## src/rtl/imem_loader_pkg.sv

```systemverilog
// Shared types and constants for the instruction-memory program loader.
// Holds the loader state encoding and the default bus widths.
package imem_loader_pkg;

  localparam int DEF_ADDR_W = 8;
  localparam int DEF_DATA_W = 8;

  // A LEN byte of zero describes a full 2^ADDR_W-byte image.
  localparam bit LEN_ZERO_MEANS_FULL = 1'b1;

  typedef enum logic [2:0] {
    ST_IDLE = 3'd0,
    ST_LEN  = 3'd1,
    ST_DATA = 3'd2,
    ST_CSUM = 3'd3,
    ST_RUN  = 3'd4,
    ST_ERR  = 3'd5
  } state_t;

endpackage

```

## src/rtl/imem_loader_if.sv

```systemverilog
// Loader bus: byte stream in, fetch port, CPU status out, plus FSM state for observation.
// Stream handshake: a byte transfers on a rising CLK edge where in_valid and in_ready are both 1.
// in_ready depends on loader state only, so a source may hold in_valid/in_data until it sees in_ready.
interface imem_loader_if
  import imem_loader_pkg::*;
#(
  parameter int ADDR_W = DEF_ADDR_W,
  parameter int DATA_W = DEF_DATA_W
);
  logic              start;
  logic              in_valid;
  logic [DATA_W-1:0] in_data;
  logic              in_ready;
  logic [ADDR_W-1:0] fetch_addr;
  logic [DATA_W-1:0] fetch_data;
  logic              cpu_hold;
  logic              done;
  logic              err;
  state_t            dbg_state;

  modport master (
    output start, in_valid, in_data, fetch_addr,
    input  in_ready, fetch_data, cpu_hold, done, err, dbg_state
  );

  modport slave (
    input  start, in_valid, in_data, fetch_addr,
    output in_ready, fetch_data, cpu_hold, done, err, dbg_state
  );
endinterface

```

## src/rtl/imem_ram.sv

```systemverilog
// 2^ADDR_W x DATA_W instruction store: synchronous write, asynchronous read,
// and the whole array cleared asynchronously by CLB.
module imem_ram #(
  parameter int ADDR_W = 8,
  parameter int DATA_W = 8
) (
  input  logic              CLK,
  input  logic              CLB,
  input  logic              i_we,
  input  logic [ADDR_W-1:0] i_waddr,
  input  logic [DATA_W-1:0] i_wdata,
  input  logic [ADDR_W-1:0] i_raddr,
  output logic [DATA_W-1:0] o_rdata
);
  localparam int DEPTH = 2 ** ADDR_W;

  logic [DATA_W-1:0] r_mem [DEPTH];

  always_ff @(posedge CLK or posedge CLB) begin
    if (CLB) begin
      for (int i = 0; i < DEPTH; i++) begin
        r_mem[i] <= '0;
      end
    end else if (i_we) begin
      r_mem[i_waddr] <= i_wdata;
    end
  end

  assign o_rdata = r_mem[i_raddr];

endmodule

```

## src/rtl/imem_loader.sv

```systemverilog
// Framed program loader (LEN, data bytes, CSUM) in front of the instruction store;
// keeps the CPU held until a frame with a matching checksum has been written.
module imem_loader
  import imem_loader_pkg::*;
#(
  parameter int ADDR_W = DEF_ADDR_W,
  parameter int DATA_W = DEF_DATA_W
) (
  input logic         CLK,
  input logic         CLB,
  imem_loader_if.slave bus
);
  localparam int CNT_W = ADDR_W + 1;

  state_t             r_state;
  state_t             w_next;
  logic [ADDR_W-1:0]  r_ptr;
  logic [CNT_W-1:0]   r_cnt;
  logic [DATA_W-1:0]  r_sum;
  logic               w_ready;
  logic               w_accept;
  logic               w_we;
  logic [CNT_W-1:0]   w_len_cnt;
  logic [DATA_W-1:0]  w_rdata;

  assign w_accept  = bus.in_valid & w_ready;
  assign w_len_cnt = ((bus.in_data == '0) && LEN_ZERO_MEANS_FULL) ?
                     CNT_W'(2 ** ADDR_W) : CNT_W'(bus.in_data);

  always_ff @(posedge CLK or posedge CLB) begin
    if (CLB) begin
      r_state <= ST_IDLE;
    end else begin
      r_state <= w_next;
    end
  end

  always_comb begin
    w_next  = r_state;
    w_ready = 1'b0;
    w_we    = 1'b0;
    case (r_state)
      ST_IDLE, ST_RUN, ST_ERR: begin
        if (bus.start) w_next = ST_LEN;
      end
      ST_LEN: begin
        w_ready = 1'b1;
        if (w_accept) w_next = ST_DATA;
      end
      ST_DATA: begin
        w_ready = 1'b1;
        if (w_accept) begin
          w_we = 1'b1;
          if (r_cnt == CNT_W'(1)) w_next = ST_CSUM;
        end
      end
      ST_CSUM: begin
        w_ready = 1'b1;
        if (w_accept) w_next = (bus.in_data == r_sum) ? ST_RUN : ST_ERR;
      end
      default: w_next = ST_IDLE;
    endcase
  end

  // Pointer, remaining count and running checksum for the frame in flight.
  always_ff @(posedge CLK or posedge CLB) begin
    if (CLB) begin
      r_ptr <= '0;
      r_cnt <= '0;
      r_sum <= '0;
    end else begin
      case (r_state)
        ST_IDLE, ST_RUN, ST_ERR: begin
          if (bus.start) begin
            r_ptr <= '0;
            r_cnt <= '0;
            r_sum <= '0;
          end
        end
        ST_LEN: begin
          if (w_accept) begin
            r_cnt <= w_len_cnt;
            r_sum <= bus.in_data;
          end
        end
        ST_DATA: begin
          if (w_accept) begin
            r_ptr <= r_ptr + 1'b1;
            r_cnt <= r_cnt - 1'b1;
            r_sum <= r_sum + bus.in_data;
          end
        end
        default: ;
      endcase
    end
  end

  imem_ram #(
    .ADDR_W(ADDR_W),
    .DATA_W(DATA_W)
  ) u_ram (
    .CLK     (CLK),
    .CLB     (CLB),
    .i_we    (w_we),
    .i_waddr (r_ptr),
    .i_wdata (bus.in_data),
    .i_raddr (bus.fetch_addr),
    .o_rdata (w_rdata)
  );

  assign bus.fetch_data = w_rdata;
  assign bus.in_ready   = w_ready;
  assign bus.cpu_hold   = (r_state != ST_RUN);
  assign bus.done       = (r_state == ST_RUN);
  assign bus.err        = (r_state == ST_ERR);
  assign bus.dbg_state  = r_state;

endmodule

```

## src/flat_wrapper.sv

```systemverilog
// flat-port wrapper written by rule: the top's interface ports become plain ports
module imem_loader_flat import imem_loader_pkg::*;
#(
  parameter int ADDR_W = DEF_ADDR_W,
  parameter int DATA_W = DEF_DATA_W
)
  (CLK, CLB, bus_start, bus_in_valid, bus_in_data, bus_fetch_addr, bus_in_ready, bus_fetch_data, bus_cpu_hold, bus_done, bus_err, bus_dbg_state);
  imem_loader_if #(.ADDR_W(ADDR_W), .DATA_W(DATA_W)) bus_i ();
  input logic CLK;
  input logic CLB;
  input wire logic [$bits(bus_i.start)-1:0] bus_start;
  input wire logic [$bits(bus_i.in_valid)-1:0] bus_in_valid;
  input wire logic [$bits(bus_i.in_data)-1:0] bus_in_data;
  input wire logic [$bits(bus_i.fetch_addr)-1:0] bus_fetch_addr;
  output wire logic [$bits(bus_i.in_ready)-1:0] bus_in_ready;
  output wire logic [$bits(bus_i.fetch_data)-1:0] bus_fetch_data;
  output wire logic [$bits(bus_i.cpu_hold)-1:0] bus_cpu_hold;
  output wire logic [$bits(bus_i.done)-1:0] bus_done;
  output wire logic [$bits(bus_i.err)-1:0] bus_err;
  output wire logic [$bits(bus_i.dbg_state)-1:0] bus_dbg_state;
  assign bus_i.start = bus_start;
  assign bus_i.in_valid = bus_in_valid;
  assign bus_i.in_data = bus_in_data;
  assign bus_i.fetch_addr = bus_fetch_addr;
  assign bus_in_ready = bus_i.in_ready;
  assign bus_fetch_data = bus_i.fetch_data;
  assign bus_cpu_hold = bus_i.cpu_hold;
  assign bus_done = bus_i.done;
  assign bus_err = bus_i.err;
  assign bus_dbg_state = bus_i.dbg_state;
  imem_loader #(.ADDR_W(ADDR_W), .DATA_W(DATA_W)) u_core (.CLK(CLK), .CLB(CLB), .bus(bus_i));
endmodule
```

## config.mk

```make
export PLATFORM = sky130hd
export DESIGN_NAME = imem_loader_flat
export DESIGN_NICKNAME = d
export VERILOG_FILES = /design/src/rtl/imem_loader_pkg.sv /design/src/rtl/imem_loader_if.sv /design/src/rtl/imem_ram.sv /design/src/rtl/imem_loader.sv /design/src/flat_wrapper.sv
export SDC_FILE = /design/constraint.sdc
export NUM_CORES = 2
export LEC_CHECK = 0
export BUFFER_PORTS_ARGS = -buffer_cell sky130_fd_sc_hd__buf_2
export CAP_MARGIN = 25
export CELL_PAD_IN_SITES_DETAIL_PLACEMENT = 0
export CELL_PAD_IN_SITES_GLOBAL_PLACEMENT = 1
export CORE_MARGIN = 5
export CORE_UTILIZATION = 55
export CTS_CLUSTER_DIAMETER = 80
export DETAILED_ROUTE_END_ITERATION = 8
export GPL_TIMING_DRIVEN = 0
export MAX_ROUTING_LAYER = met4
export PLACE_DENSITY = 0.88
export RECOVER_POWER = 50
export SYNTH_ARGS = -nofsm -noshare
export SYNTH_HDL_FRONTEND = slang
export SYNTH_SLANG_ARGS = --single-unit
```

## constraint.sdc

```tcl
create_clock -name CLK -period 88.1 [get_ports CLK]
set_input_delay 8.81 -clock CLK [delete_from_list [all_inputs] [get_ports CLK]]
set_output_delay 8.81 -clock CLK [all_outputs]
set_load 0.03 [all_outputs]
```

* Word-level counts from Yosys, hierarchy flattened
Cells that the tools add are included.
Storage, ports and cells: register bits 2076, output and inout bits 15
Operators by class: add/sub/neg operators 3, magnitude comparators 3, equal/unequal tests 13, mux-type cells 27, bitwise operators 3, reductions and logical operators 10
Operators with widths (number):
- $bwmux 2048 | 1
- $bmux 8 s8 | 1
- $demux 8 s8 | 1
- $mux 8 | 7
- $mux 9 | 4
- $pmux 9 s3 | 1
- $pmux 8 s3 | 1
- $ge 9x9->1 const B | 2
- $not 8->9 | 2
- $pmux 8 s2 | 1
- $mux 3 | 5
- $pmux 3 s4 | 1
- $eq 9x1->1 const B | 1
- $lt 9x1->1 const B | 1
- $sub 9x1->9 const B | 1
- $add 8x1->8 const B | 1
- $add 8x8->8 | 1
- $eq 8x8->1 | 1
- $logic_not 8->1 | 1
- $ne 2x1->1 const B | 4
- $eq 3x2->1 const B | 2
- $eq 3x3->1 const B | 2
- $reduce_or 3->1 | 2
- $reduce_and 5->1 | 1
- other kinds (11) | 14

* Logic depth before layout (Yosys ltp)
depth after elaboration 6, depth in mapped cells 11

* Modules after synthesis
Synthesis repeated with hierarchy kept, for this count alone.
Second synthesis, totals: cells, all modules 6288, area total of the unflattened synthesis 95011.1 sq um
By module, submodules not included:
- imem_ram | times used 1, cells each 6068, area each 93125.6 sq um, seq. area each 51249.2 sq um
- imem_loader | times used 1, cells each 220, area each 1885.6 sq um, seq. area each 700.7 sq um

* Worst setup path before layout
OpenSTA, ideal clock, no wires.
path type input to output, start point input port bus_fetch_addr[0], end point output port bus_fetch_data[3], data arrival time 11126 ps, required time 79290 ps, path slack 68164 ps, stages on the path 10, buffers on the path 4, cell sequence buf_6 buf_12 or3b_1 clkbuf_1 clkbuf_1 o221ai_1 a211oi_1 a21oi_1 a31oi_1 nor4_1
Between the ends: cells in the longest elaborated chain, start to end 4
RTL lines:
- start, declared | line flat_wrapper.sv:14 | input wire logic [$bits(bus_i.fetch_addr)-1:0] bus_fetch_addr;
- $not 8->9 (not written as such) | line imem_ram.sv:29 | assign o_rdata = r_mem[i_raddr];
- $bmux 8 s8 | line imem_ram.sv:29
- $mux 8 (not written as such) (2 in a row) | line imem_ram.sv:29
- end, declared | line flat_wrapper.sv:16 | output wire logic [$bits(bus_i.fetch_data)-1:0] bus_fetch_data;
No other way between the ends. The select of a mux whose other input is x is not followed.

==> impl_metrics.toml <==
[route]
drcViolationCount = 0
drt-vias-per-instance = 6.70
vias = 60104
finalWirelength_um = 322000
detail-route-antenna-nets = 0
drt_iter0_markers = 7126
dr.pass1.iters = 6
avgRoutedWirePerCell_um = 35.9

[critical_path]
crit_fanout = 126
endpoint_kind = "asynchronous set/reset pin"
worst_path_largest_cell_delay_ns = 4.68
crit_type = "in2async"
crit_path_cell_trace = "buf_2 -> clkinvlp_2 -> clkbuf_1 -> clkbuf_1 -> clkbuf_1"
worst_path_slowest_cell = "sky130_fd_sc_hd__clkbuf_1"
cp_data_required_time_ns = 87.49
critPathArrivalTime_ns = 25.67
timing.critical_path.mode_cell = "sky130_fd_sc_hd__clkbuf_1"
critical_path.startpoint_type = "input port"

[global_route]
grt_pass1_vias = 61413
grt_first_pass_wirelength_um = 458000
grtUsageTotal_pct = 36.7
initial_antenna_violation_count = 16
grt-ovfl-total = 0
grt_start_max_net_pins = 141

[power_and_ir_drop]
worst_ir_drop_vdd_uv = 20.8
powerDensity_nw_per_um2 = 19.5
cellLeakagePower_nw = 50.6

[yosys]
yosysUniqueCellTypes = 67
ff_latch_count_synth = 2076
mean_instance_size_in_the_synthesized_netlist_um2 = 15.6
synthDominantCellAreaShare_pct = 54.4
netlist.top_cell.by_area = "sky130_fd_sc_hd__dfrtp_1"
synthesis.nets = 6164
syn-instance-count = 6130
yosys_warnings = 0
ys_seq_area_share_pct = 54.4
postSynth.topFlopCell = "sky130_fd_sc_hd__dfrtp_1"
netlist_top_cells_area = "sky130_fd_sc_hd__dfrtp_1, sky130_fd_sc_hd__mux2_2, sky130_fd_sc_hd__mux4_2"
synth_async_sr_flop_share_pct = 100
synthesis.area_um2 = 95600
synth-edff-count = 0

[clocking]
clock_tree_from_tritoncts = "built"
holdBufCountCts = 0
cts_made_buffers = 213
clockRootBuffer = "sky130_fd_sc_hd__clkbuf_16"
clock_sink_count = 2076
clock_insertion_delay_worst_skew_ns = 0.87
cts.htree.levels = 4
postCtsSetupBuffers = 0
ctsResizeCount = 0
ctsLongestPathBuffers = 3
cts.reportedPaths.clkPinSlew_ns = 0.06

[placed_design]
routabilityCongestion = 1.03
place_worst_setup_slack_ns = 65.91
portBuffers = 31
dp_hpwl_um = 229000

[timing]
final.hold.worst_slack_ns = 0.480
final-setup-viol-count = 0
drv_slew = 1552
timing.setup.tns_ns = 0
fin_crit_sh_pct = 29.8
final_period_minus_worst_setup_slack_ns = 26.28
finalHoldViolations = 0
grt_setup_unrepaired = "false"
fin_worst_skew_ns = 0.0397
worst_slew_margin_rel_pct = -364
postLayoutSetupSlackWorst_ns = 61.82
max_freq_ghz = 0.0381
tightestPinTransition_ns = 6.96

[status]
outcome = "finished with violations"
violations = "capacitance limit, slew limit"

[floorplanning]
row_count = 153
dieWidth_um = 427
design.die.area_um2 = 182000
chipHeight_um = 427
core_area_um2 = 173000
i_o_pins = 35
start_util_pct = 55.1

[hold_path]
hold_path_class = "reg2reg"

[cells_and_area]
finish.net_count = 6464
area_delta_synth_final_pct = 11.6
multiInputGateArea_um2 = 41100
final-seq-area_um2 = 51900
layout-drive-gt1-share_pct = 48.6
fill_cells = 12918

[run]
timing.max_cap.violations = 17
## metrics by stage
step	power [mW]	instances	utilization, %	area (um2)
final	2.08	8966	61.5	107000
after global routing	2.13	8952	61.5	107000
after CTS	2.08	8936	61.7	107000
after detailed placement	1.15	8536	57.4	99600
after global placement	1.15	8486	56.9	98600
after floorplan	1.08	6130	-	95600
## kinds of logic after synthesis
family	synth area share [%]
and+or+nand+nor	3.46
AOI/OAI and AO/OA	2.94
muxes	36.4
buffers and inverters	2.49
DFF	54.4
xor gates and xnor gates	0.119
adders and majority gates	0.191
## flip-flops by register name (all words and copies together), names as in the netlist
name                  count
u_core.u_ram.r_mem     2048
u_core.r_cnt              9
u_core.r_ptr              8
u_core.r_sum              8
u_core.bus.dbg_state      3
## critical path: cells and delay by family
kind	cells	cell delay, ns
buffers and inverters	5	16.31
## cell type report
class                           count  share of cell area [%]
Timing Repair Buffer               85                   0.811
Clock buffer                      336                    6.06
Buffer                            467                    2.19
Clock inverter                     64                   0.843
Multi-Input combinational cell   3572                    38.5
Sequential cell                  2076                    48.7
Antenna cell                       26                  0.0610
Inverter                           15                  0.0540
Tap cell                         2325                    2.73
## layout by cell type, fill, tap and decap left out, types with 44 or more instances in the layout
cell,n
sky130_fd_sc_hd__mux2i_1,95
sky130_fd_sc_hd__nor2_2,44
sky130_fd_sc_hd__clkbuf_16,214
sky130_fd_sc_hd__nor2_1,129
sky130_fd_sc_hd__buf_2,115
sky130_fd_sc_hd__mux4_2,480
sky130_fd_sc_hd__dfrtp_1,2076
sky130_fd_sc_hd__clkbuf_1,361
sky130_fd_sc_hd__mux2_2,1990
sky130_fd_sc_hd__nand2_1,123
sky130_fd_sc_hd__nor2_4,94
sky130_fd_sc_hd__clkbuf_8,65
sky130_fd_sc_hd__a22oi_1,58
sky130_fd_sc_hd__a21oi_1,47
sky130_fd_sc_hd__mux2_1,58
sky130_fd_sc_hd__o22ai_1,99
## per-layer routing
| layer | up-vias | wire length, um | track usage [%] |
|---|---|---|---|
| li1 | 23630 | - | - |
| met1 | 32524 | 124000 | 47.8 |
| met2 | 3081 | 140000 | 51.0 |
| met3 | 869 | 35200 | 11.7 |
| met4 | 0 | 22800 | 20.9 |
| met5 | - | 0 | - |
## synth_stat cells (11+ instances only)
cell type / number
sky130_fd_sc_hd__nor3_1: 27
sky130_fd_sc_hd__buf_4: 27
sky130_fd_sc_hd__nor4_1: 19
sky130_fd_sc_hd__buf_2: 89
sky130_fd_sc_hd__a22o_1: 42
sky130_fd_sc_hd__o21ai_0: 31
sky130_fd_sc_hd__nand2b_1: 11
sky130_fd_sc_hd__ha_1: 13
sky130_fd_sc_hd__a22oi_1: 58
sky130_fd_sc_hd__o22ai_1: 99
sky130_fd_sc_hd__buf_1: 13
sky130_fd_sc_hd__mux2_1: 57
sky130_fd_sc_hd__a21oi_1: 47
sky130_fd_sc_hd__inv_1: 13
sky130_fd_sc_hd__dfrtp_1: 2076
sky130_fd_sc_hd__mux4_2: 480
sky130_fd_sc_hd__nand3_1: 20
sky130_fd_sc_hd__nor2b_1: 12
sky130_fd_sc_hd__o221ai_1: 16
sky130_fd_sc_hd__mux2i_1: 95
sky130_fd_sc_hd__clkbuf_1: 292
sky130_fd_sc_hd__mux2_2: 1991
sky130_fd_sc_hd__nor2_2: 79
sky130_fd_sc_hd__nand2_1: 123
sky130_fd_sc_hd__a31oi_1: 17
sky130_fd_sc_hd__a221oi_1: 17
sky130_fd_sc_hd__buf_6: 43
sky130_fd_sc_hd__nor2_1: 90
sky130_fd_sc_hd__nor2_4: 97
sky130_fd_sc_hd__a211oi_1: 36
## path summary, 6_finish.rpt
| check | start | to | slack, ns | depth (start not counted) |
|---|---|---|---|---|
| min reg2reg | u_core.u_ram.r_mem[1609]$_DFFE_PP0P_ | u_core.u_ram.r_mem[1609]$_DFFE_PP0P_ | 0.48 | 1 |
| max | CLB | u_core.u_ram.r_mem[66]$_DFFE_PP0P_ | 61.82 | 5 |
| min in group asynchronous | CLB | u_core.r_cnt[1]$_DFFE_PP0P_ | 9.54 | 2 |
| max reg2reg | u_core.bus.dbg_state[0]$_DFFE_PP0P_ | u_core.u_ram.r_mem[733]$_DFFE_PP0P_ | 82.65 | 8 |
| min | u_core.u_ram.r_mem[1609]$_DFFE_PP0P_ | u_core.u_ram.r_mem[1609]$_DFFE_PP0P_ | 0.48 | 1 |
| max in group CLK | bus_fetch_addr[2] | bus_fetch_data[5] | 65.81 | 11 |
## power by group
part           switching (mW)  internal [mW]  leakage (nW)
Clock                   0.400          0.541          3.60
Sequential            0.00597          0.963          29.0
Combinational           0.125         0.0425          18.0
Total                   0.531           1.55          50.6
(Power assumes the default switching activity.)
